$ cat src/rtl/alu_pkg.sv
// Shared definitions for the execute-stage ALU: opcode and FSM state encodings.
package alu_pkg;

    // Operand/result width; only 8 is supported.
    localparam int ALU_DATA_W = 8;

    // Opcode field as seen on OP.
    typedef enum logic [2:0] {
        OP_ADD = 3'b000,
        OP_SUB = 3'b001,
        OP_AND = 3'b010,
        OP_OR  = 3'b011,
        OP_XOR = 3'b100,
        OP_SHL = 3'b101,
        OP_SHR = 3'b110,
        OP_MUL = 3'b111
    } alu_op_e;

    // Sequencer states: idle, iterative multiply, one-cycle write-back.
    typedef enum logic [1:0] {
        ST_IDLE = 2'd0,
        ST_MUL  = 2'd1,
        ST_WB   = 2'd2
    } alu_state_e;

    // Number of shift-add steps the multiplier needs for an 8-bit multiplier operand.
    localparam int MUL_STEPS = 8;

endpackage : alu_pkg

$ cat src/rtl/alu_mul8.sv
// Iterative 8x8 unsigned shift-add multiplier: load once, then one multiplier bit per step.
// The next-state product is exported so the caller can capture the final product on the
// same edge as the last step.
module alu_mul8
    import alu_pkg::*;
(
    input  logic        clk_i,
    input  logic        rst_i,
    input  logic        load_i,
    input  logic        step_i,
    input  logic [7:0]  a_i,
    input  logic [7:0]  b_i,
    output logic [15:0] prod_next_o,
    output logic        last_o
);

    logic [15:0] prod_q;
    logic [15:0] prod_d;
    logic [15:0] mcand_q;
    logic [7:0]  mplier_q;
    logic [2:0]  cnt_q;

    // Partial-product add for the current multiplier bit and last-step detection.
    always_comb begin
        prod_d = prod_q;
        if (mplier_q[0]) begin
            prod_d = prod_q + mcand_q;
        end
        prod_next_o = prod_d;
        last_o      = step_i && (cnt_q == 3'(MUL_STEPS - 1));
    end

    // Datapath: clear accumulator on load, otherwise accumulate and shift per step.
    always_ff @(posedge clk_i) begin
        if (load_i) begin
            prod_q   <= '0;
            mcand_q  <= {8'd0, a_i};
            mplier_q <= b_i;
        end else if (step_i) begin
            prod_q   <= prod_d;
            mcand_q  <= {mcand_q[14:0], 1'b0};
            mplier_q <= {1'b0, mplier_q[7:1]};
        end
    end

    // Step counter; restarted by every load.
    always_ff @(posedge clk_i) begin
        if (rst_i) begin
            cnt_q <= '0;
        end else if (load_i) begin
            cnt_q <= '0;
        end else if (step_i) begin
            cnt_q <= cnt_q + 3'd1;
        end
    end

endmodule : alu_mul8

$ cat src/rtl/alu_exec.sv
// Execute-stage ALU with register-file write-back handshake.
// Single-cycle ops write back in the cycle after acceptance; MUL runs eight
// shift-add cycles in alu_mul8 before its write-back cycle. Results and flags
// only change on entry to write-back and are held until the next one.
module alu_exec
    import alu_pkg::*;
#(
    parameter int DATA_W = ALU_DATA_W
)
(
    input  logic              clk_i,
    input  logic              reset_i,
    input  logic              start_i,
    input  logic [2:0]        op_i,
    input  logic [DATA_W-1:0] opa_i,
    input  logic [DATA_W-1:0] opb_i,
    input  logic [DATA_W-1:0] cin_bus_i,
    input  logic [1:0]        dest_i,
    output logic              busy_o,
    output logic              done_o,
    output logic [DATA_W-1:0] result_o,
    output logic [DATA_W-1:0] result_hi_o,
    output logic              zf_o,
    output logic              cf_o,
    output logic              nf_o,
    output logic              vf_o,
    output logic              wb_we_o,
    output logic [1:0]        wb_wa_o
);

    // Single-cycle ALU: returns {cf, vf, result}. MUL is handled by alu_mul8.
    function automatic logic [DATA_W+1:0] alu_compute(
        input logic [2:0]        op,
        input logic [DATA_W-1:0] a,
        input logic [DATA_W-1:0] b,
        input logic              cin
    );
        logic [DATA_W:0]   wide;
        logic [DATA_W-1:0] res;
        logic              cf;
        logic              vf;
        wide = '0;
        res  = '0;
        cf   = 1'b0;
        vf   = 1'b0;
        case (op)
            OP_ADD: begin
                wide = {1'b0, a} + {1'b0, b} + {{DATA_W{1'b0}}, cin};
                res  = wide[DATA_W-1:0];
                cf   = wide[DATA_W];
                // Same-sign operands producing an opposite-sign result overflow.
                vf   = (a[DATA_W-1] == b[DATA_W-1]) && (res[DATA_W-1] != a[DATA_W-1]);
            end
            OP_SUB: begin
                // The ninth bit of the zero-extended difference is the borrow.
                wide = {1'b0, a} - {1'b0, b} - {{DATA_W{1'b0}}, cin};
                res  = wide[DATA_W-1:0];
                cf   = wide[DATA_W];
                vf   = (a[DATA_W-1] != b[DATA_W-1]) && (res[DATA_W-1] != a[DATA_W-1]);
            end
            OP_AND: res = a & b;
            OP_OR:  res = a | b;
            OP_XOR: res = a ^ b;
            OP_SHL: begin
                res = {a[DATA_W-2:0], cin};
                cf  = a[DATA_W-1];
            end
            OP_SHR: begin
                res = {cin, a[DATA_W-1:1]};
                cf  = a[0];
            end
            default: begin
                res = '0;
            end
        endcase
        return {cf, vf, res};
    endfunction

    alu_state_e          state_q;
    alu_state_e          state_d;
    logic                accept;
    logic                is_mul;
    logic                mul_load;
    logic                mul_step;
    logic                mul_last;
    logic                wb_alu;
    logic                wb_mul;
    logic [2*DATA_W-1:0] mul_prod;
    logic [DATA_W+1:0]   alu_out;

    logic [DATA_W-1:0]   result_q;
    logic [DATA_W-1:0]   result_hi_q;
    logic                zf_q;
    logic                cf_q;
    logic                nf_q;
    logic                vf_q;
    logic [1:0]          dest_q;

    // Only bit 0 of the constant bus is meaningful as carry-in.
    logic                cin_bus_unused;
    assign cin_bus_unused = ^cin_bus_i[DATA_W-1:1];

    assign is_mul  = (op_i == OP_MUL);
    assign accept  = start_i && (state_q == ST_IDLE);
    assign alu_out = alu_compute(op_i, opa_i, opb_i, cin_bus_i[0]);
    assign wb_alu  = accept && !is_mul;
    assign wb_mul  = (state_q == ST_MUL) && mul_last;

    // Next-state and multiplier control; START is only looked at in IDLE.
    always_comb begin
        state_d  = state_q;
        mul_load = 1'b0;
        mul_step = 1'b0;
        case (state_q)
            ST_IDLE: begin
                if (start_i) begin
                    if (is_mul) begin
                        mul_load = 1'b1;
                        state_d  = ST_MUL;
                    end else begin
                        state_d  = ST_WB;
                    end
                end
            end
            ST_MUL: begin
                mul_step = 1'b1;
                if (mul_last) begin
                    state_d = ST_WB;
                end
            end
            ST_WB: begin
                state_d = ST_IDLE;
            end
            default: begin
                state_d = ST_IDLE;
            end
        endcase
    end

    // State register; reset aborts any operation in flight.
    always_ff @(posedge clk_i) begin
        if (reset_i) begin
            state_q <= ST_IDLE;
        end else begin
            state_q <= state_d;
        end
    end

    // Write-back address is latched at acceptance and held until the next one.
    always_ff @(posedge clk_i) begin
        if (reset_i) begin
            dest_q <= '0;
        end else if (accept) begin
            dest_q <= dest_i;
        end
    end

    // Result and flag registers load only on entry to write-back.
    always_ff @(posedge clk_i) begin
        if (reset_i) begin
            result_q    <= '0;
            result_hi_q <= '0;
            zf_q        <= 1'b0;
            cf_q        <= 1'b0;
            nf_q        <= 1'b0;
            vf_q        <= 1'b0;
        end else if (wb_alu) begin
            result_q    <= alu_out[DATA_W-1:0];
            result_hi_q <= '0;
            zf_q        <= (alu_out[DATA_W-1:0] == '0);
            cf_q        <= alu_out[DATA_W+1];
            nf_q        <= alu_out[DATA_W-1];
            vf_q        <= alu_out[DATA_W];
        end else if (wb_mul) begin
            result_q    <= mul_prod[DATA_W-1:0];
            result_hi_q <= mul_prod[2*DATA_W-1:DATA_W];
            zf_q        <= (mul_prod == '0);
            cf_q        <= (mul_prod[2*DATA_W-1:DATA_W] != '0);
            nf_q        <= mul_prod[2*DATA_W-1];
            vf_q        <= 1'b0;
        end
    end

    alu_mul8 u_mul (
        .clk_i       (clk_i),
        .rst_i       (reset_i),
        .load_i      (mul_load),
        .step_i      (mul_step),
        .a_i         (opa_i),
        .b_i         (opb_i),
        .prod_next_o (mul_prod),
        .last_o      (mul_last)
    );

    assign busy_o      = (state_q != ST_IDLE);
    assign done_o      = (state_q == ST_WB);
    assign wb_we_o     = (state_q == ST_WB);
    assign wb_wa_o     = dest_q;
    assign result_o    = result_q;
    assign result_hi_o = result_hi_q;
    assign zf_o        = zf_q;
    assign cf_o        = cf_q;
    assign nf_o        = nf_q;
    assign vf_o        = vf_q;

endmodule : alu_exec

$ cat config.mk
export PLATFORM = sky130hd
export DESIGN_NAME = alu_exec
export DESIGN_NICKNAME = d
export VERILOG_FILES = /design/src/rtl/alu_pkg.sv /design/src/rtl/alu_mul8.sv /design/src/rtl/alu_exec.sv
export SDC_FILE = /design/constraint.sdc
export NUM_CORES = 1
export LEC_CHECK = 0
export ABC_AREA = 1
export CAP_MARGIN = 20
export CELL_PAD_IN_SITES_DETAIL_PLACEMENT = 1
export CELL_PAD_IN_SITES_GLOBAL_PLACEMENT = 1
export CORE_UTILIZATION = 25
export CTS_CLUSTER_SIZE = 14
export DETAILED_ROUTE_END_ITERATION = 8
export PLACE_DENSITY_LB_ADDON = 0.05
export SLEW_MARGIN = 20
export SYNTH_ARGS = -nofsm -noshare
export SYNTH_HDL_FRONTEND = slang
export SYNTH_SLANG_ARGS = --single-unit
$ cat constraint.sdc
create_clock -name clk_i -period 6.3 [get_ports clk_i]
set_input_delay 1.26 -clock clk_i [delete_from_list [all_inputs] [get_ports clk_i]]
set_output_delay 1.26 -clock clk_i [all_outputs]
set_load 0.03 [all_outputs]
==> results of run 1 <==
-- synth_stat cells, drive strengths merged, types with 6 or more instances --
master and number:
nor3 7, nor2 60, ha 47, buf 6, o21ai 40, nand2 218
or2 6, inv 139, clkbuf 13, a21oi 25, o2111ai 9, o22ai 28
nand3 61, dfxtp 51, nand4 15, edfxtp 16
-- final cells by class --
type	count	area, um^2	area share
Multi-Input combinational cell	552	3050	0.488
Sequential cell	67	1500	0.240
Timing Repair Buffer	54	528	0.0846
Inverter	139	522	0.0836
Tap cell	270	338	0.0541
Clock buffer	9	225	0.0361
Clock inverter	7	80.1	0.0128
-- state kept, by name (all words and copies together) (netlist names) --
signal and count:
cf_o 1, u_mul.cnt_q 3, vf_o 1, wb_wa_o 2, result_o 8, nf_o 1
u_mul.mcand_q 16, zf_o 1, state_q 2, u_mul.mplier_q 8, result_hi_o 8, u_mul.prod_q 16
-- layer usage --
metal,wire length (um),vias to the layer above,GRT usage
met2,7830,75,0.278
met3,695,8,0.0332
li1,-,2622,-
met4,129,0,0.0353
met1,9540,2465,0.257
met5,0,-,0
-- logic make-up (layout without fill, tap and decap cells) --
group,after synthesis,after routing
AND/OR/NAND/NOR,374,374
buffers and inverters,158,209
AO/OA/AOI/OAI,121,121
flip-flops,67,67
adder cells (fa/ha/maj),52,52
XOR/XNOR,5,5
-- power groups by stage --
stage               clock network (uW)  logic [uW]  registers (uW)
floorplan                            0         461             546
global placement                     0         673             545
detailed placement                   0         687             547
CTS                                556         691             538
global route                       574         782             545
finish                             537         683             537
-- worst min-delay path: stages (launching register included) --
cell     delay (ns)
dfxtp_1        0.31
nand2_1        0.06
a21oi_1        0.06
-- worst paths after layout --
check                                    from                  endpoint  slack, ns  depth (start not counted)
setup / recovery                     opa_i[0]         nf_o$_SDFFE_PP0P_       2.23                         15
hold / removal       result_o[2]$_SDFFE_PP0P_  result_o[2]$_SDFFE_PP0P_       0.47                          2
setup reg to reg  u_mul.mplier_q[0]$_DFFE_PP_         zf_o$_SDFFE_PP0P_       3.63                         10
hold reg to reg      result_o[2]$_SDFFE_PP0P_  result_o[2]$_SDFFE_PP0P_       0.47                          2
-- per-stage QoR --
stage	setup WS [ns]	total power, uW
floorplan	3.03	1010
global route	1.92	1900
finish	2.23	1760
detailed placement	1.84	1230
CTS	2.20	1780
global placement	1.91	1220
==> qor.txt, run 1 <==
Compound-Gate Fraction of Synth Area -> 0.140
Crit-path max cell delay -> 0.64 ns
P_int -> 1050 uW
Yosys reg bits -> 67
Post-synthesis sequential area ratio -> 0.291
Setup TNS -> 0 ns
Post-synthesis simple-gate area fraction -> 0.309
Synthesized area per cell -> 6.65 um^2
Core Region -> 20200 um^2
Smallest hold slack -> 0.474 ns
CTS clk-pin slew, worst paths -> 0.06 ns
Distinct cell type count of the synthesized netlist -> 40
Top_reg_cell synth -> dfxtp_1
Combinational Power Share -> 0.389
WP buf/inv -> 3
Clock Skews -> 0.0127 ns
Boundary Pins -> 57
Worst IR Drop VDD -> 0.000121 V
Die Area -> 21200 um^2
Family with the most delay on the worst path -> compound AO/OA/AOI/OAI gates
Initial antenna violation count -> 0
Leading area contributor after synthesis -> dfxtp_1
Post-route cell area -> 6240 um^2
Crit path time final -> 4.07 ns
PD cells -> 281 nW/um^2
Core Rows -> 52
Run status -> finished, final reports clean
Asr flop ratio synth -> 0
Synthesized area -> 5160 um^2
Setup violators final -> 0
Via density -> 4.71
Clock buffer depth -> 2
H-Tree Depth -> 3
Wire per inst -> 16.6 um
Max-slew violations -> 0
Final Net Count -> 907
DR iter-0 viols -> 217
Clock power frac -> 0.305
Die Span Y -> 146 um
CP Capture Type -> flip-flop
Skew-Pair Late Insertion Delay -> 0.35 ns
Worst hold path class -> reg2reg
Clk sinks -> 67
Non-filler cells, final -> 1098
Port Buffer Count -> 49
Max-Cap Viols -> 0
Fin util -> 0.309
TritonCTS clock tree -> done
Flop pwr share -> 0.306
GRT overflow -> 0
Layout fillers -> 2546
Crit path top cell by count -> nand2_1
N_diodes -> 0
Post-synth EDFFs -> 16
# Post-CTS Setup Buffers -> 0
Mux share of post-synthesis cell area -> 0
Via count -> 5170
Required time worst endpoint -> 6.54 ns
Rel. slew slack -> 0.450
CTS buffer count -> 9
CP max-delay cell -> fa_1
Fraction of layout cells with a size suffix above 1 -> 0.0435
Die Width -> 146 um
Sw Pwr -> 703 uW
DRT antenna net count -> 0
Crit start category -> input pin
RSZ-0062 raised after global routing -> false
Max Clk Rate -> 246 MHz
Largest family of logic cells by synthesized area -> simple AND/OR/NAND/NOR gates
Clk root buf -> clkbuf_16
Synth Area in Adders -> 0.133
First-pass GRT wire length -> 29.6 mm
Syn nets -> 861
Top cell type's share of synthesized area -> 0.198
WL final -> 18.2 mm
Tcrit/Tclk final -> 0.646
Switching Share -> 0.400
Final hold violation count -> 0
Most common cell after layout, fill and taps aside -> nand2_1
Dpl cell area -> 5940 um^2
Actual slew at the worst max-slew pin -> 0.823 ns
Largest net degree at the start of global routing -> 38
CP Data Arrival Time -> 4.31 ns
Post-DP HPWL -> 14.4 mm
Worst setup path class -> in2reg
Crit-path max FO -> 4
CTS Hold Bufs -> 0
Most frequent cells in the layout -> nand2_1, inv_1, nor2_1, nand3_1, dfxtp_1
Critical path cell sequence -> clkdlybuf4s50_1 -> fa_1 -> inv_1 -> ha_1 -> o21ai_0 -> nand2_1 -> nand2_1 -> o21ai_1 -> or2_1 -> nand3_1 -> nand2_1 -> o21ai_0 -> o211ai_1 -> nand2_1 -> inv_1
Residual DRC count -> 0
Vias in the first global route -> 5434
Leak pwr -> 0.00300 uW
Gr usage total -> 0.179
Mapped Cells -> 777
# resized after CTS -> 0
Largest cells by area after synthesis -> dfxtp_1, nand2_1, ha_1
Synth warnings -> 0
Post-Synth XOR/XNOR Area -> 0.00848
GPL Wtd Cong -> 0.867
Area added between synthesis and finish -> 20.9%
Starting density of the core -> 0.255
Placed insts -> 1082
Number of detailed-route iterations in the first pass -> 4
No activity file was read; power rests on OpenSTA's default activity.
==> inputs of run 2 (changes only) <==
==> constraint.sdc (replaced) <==
create_clock -name clk_i -period 3.75 [get_ports clk_i]
set_input_delay 0.75 -clock clk_i [delete_from_list [all_inputs] [get_ports clk_i]]
set_output_delay 0.75 -clock clk_i [all_outputs]
set_load 0.03 [all_outputs]
==> run 2 against run 1 <==
  * Clock skew decreased by 0.0021 ns
  * Die area stayed put
  * Global-route usage shrank 0.22 points
  * Total power is 68% higher
  * Sequential power up 68%
  * Via count increased by 1.5%
  * Non-clock buffer count increased by 17
  * Final area up 2.1%
  * First-iteration DRC count fell by 0.46%
==> qor.txt, run 2 (synthesized netlist as in run 1, its figures left out) <==
Run status -> finished, final reports clean
GPL Wtd Cong -> 0.895
Wl on met1 -> 9.80 mm
Worst hold path class -> reg2reg
CTS buffer count -> 9
Clk sinks -> 67
Setup violators final -> 0
DRT antenna net count -> 0
TritonCTS clock tree -> done
RSZ-0062 raised after global routing -> false
Fraction of layout cells with a size suffix above 1 -> 0.0627
Worst setup path class -> in2reg
DR iter-0 viols -> 216
Residual DRC count -> 0
Crit start category -> input pin
N_diodes -> 0
Switching Share -> 0.398
Sw Pwr -> 1180 uW
Combinational Power Share -> 0.393
Gr usage total -> 0.177
Most common cell after layout, fill and taps aside -> nand2_1
CTS Hold Bufs -> 0
Max-Cap Viols -> 0
Starting density of the core -> 0.255
Crit-path max FO -> 3
Setup TNS -> 0 ns
Die Area -> 21200 um^2
Power Total -> 2960 uW
Worst IR Drop VDD -> 0.000226 V
Clock power frac -> 0.301
# Post-CTS Setup Buffers -> 0
Final hold violation count -> 0
Boundary Pins -> 57
Rel. slew slack -> 0.551
WL final -> 18.1 mm
Most frequent cells in the layout -> nand2_1, inv_1, nor2_1, nand3_1, dfxtp_1
Highest metal used -> met4
Skew-Pair Late Insertion Delay -> 0.34 ns
Clk root buf -> clkbuf_16
Actual slew at the worst max-slew pin -> 0.669 ns
Via count -> 5248
Largest registers -> u_mul.mcand_q: 16 flops, u_mul.prod_q: 16 flops
Via density -> 4.71
Required time worst endpoint -> 3.99 ns
H-Tree Depth -> 3
Clock Skews -> 0.0106 ns
Area added between synthesis and finish -> 23.4%
Post-DP HPWL -> 14.8 mm
Flop pwr share -> 0.305
P_int -> 1780 uW
Port Buffer Count -> 49
CP Capture Type -> flip-flop
Initial antenna violation count -> 0
First-pass GRT wire length -> 29.2 mm
Vias in the first global route -> 5514
PD cells -> 464 nW/um^2
Met3 WL -> 483 um
Largest net degree at the start of global routing -> 34
CTS clk-pin slew, worst paths -> 0.07 ns
CP Data Arrival Time -> 3.68 ns
Crit path time final -> 3.44 ns
Final Net Count -> 924
GRT overflow -> 0
Die Width -> 146 um
# resized after CTS -> 0
Clock buffer depth -> 2
Core Rows -> 52
Leak pwr -> 0.00308 uW
Met2 WL -> 7.70 mm
Die Span Y -> 146 um
Max Clk Rate -> 291 MHz
Max-slew violations -> 0
Core Region -> 20200 um^2
Wire per inst -> 16.3 um
Tcrit/Tclk final -> 0.917
Number of detailed-route iterations in the first pass -> 4
[run 2: power by group through the flow]
stage	Clock, uW	Combinational, uW	Sequential (uW)
3_3_place_gp	0	1150	915
2_1_floorplan	0	775	918
3_5_place_dp	0	1170	919
4_1_cts	920	1180	904
6_report	890	1160	903
5_1_grt	960	1320	917
[run 2: stage by stage]
| stage | hold slack (ns) | util | std cells | setup WS [ns] | instance area (um^2) |
|---|---|---|---|---|---|
| floorplan | 0.444 | - | 777 | 0.992 | 5160 |
| global placement | 0.453 | 0.300 | 1099 | 0.0153 | 6070 |
| detailed placement | 0.471 | 0.300 | 1099 | -0.0797 | 6070 |
| CTS | 0.482 | 0.315 | 1115 | 0.282 | 6370 |
| global route | 0.500 | 0.315 | 1115 | 0.160 | 6370 |
| finish | 0.480 | 0.315 | 1115 | 0.312 | 6370 |
[run 2: critical path: stages]
cell             delay, ns
clkdlybuf4s50_1       0.45
fa_1                  0.62
inv_1                 0.07
ha_1                  0.18
o21ai_0               0.25
nand2_1               0.13
nand2_1               0.13
o21ai_1               0.11
or2_1                 0.24
nand3_1               0.07
nand2_1               0.07
o21ai_0               0.26
buf_4                 0.17
o211ai_1              0.08
nand2_1               0.07
inv_1                 0.04
[run 2: layout make-up]
class	instances	area (um^2)
inverters	139	522
clock inverters	7	81.3
flip-flops and latches	67	1500
repair buffers	71	656
clock buffers	9	225
multi-input cells	552	3050
well taps	270	338
fillers	2556	13900
[run 2: path summary, 6_finish.rpt]
path / startpoint / endpoint / slack [ns] / cells past startpoint
min: u_mul.cnt_q[1]$_SDFFE_PP0P_ / u_mul.cnt_q[1]$_SDFFE_PP0P_ / 0.48 / 2
max: opa_i[0] / nf_o$_SDFFE_PP0P_ / 0.31 / 16
max reg2reg: u_mul.mcand_q[0]$_SDFFCE_PN0P_ / cf_o$_SDFFE_PP0P_ / 1.03 / 17
min reg2reg: u_mul.cnt_q[1]$_SDFFE_PP0P_ / u_mul.cnt_q[1]$_SDFFE_PP0P_ / 0.48 / 2
[run 2: metal layers]
layer  global-route usage  up-vias
li1                     -     2664
met1                0.256     2500
met2                0.271       70
met3               0.0317       14
met4               0.0368        0
met5                    0        -
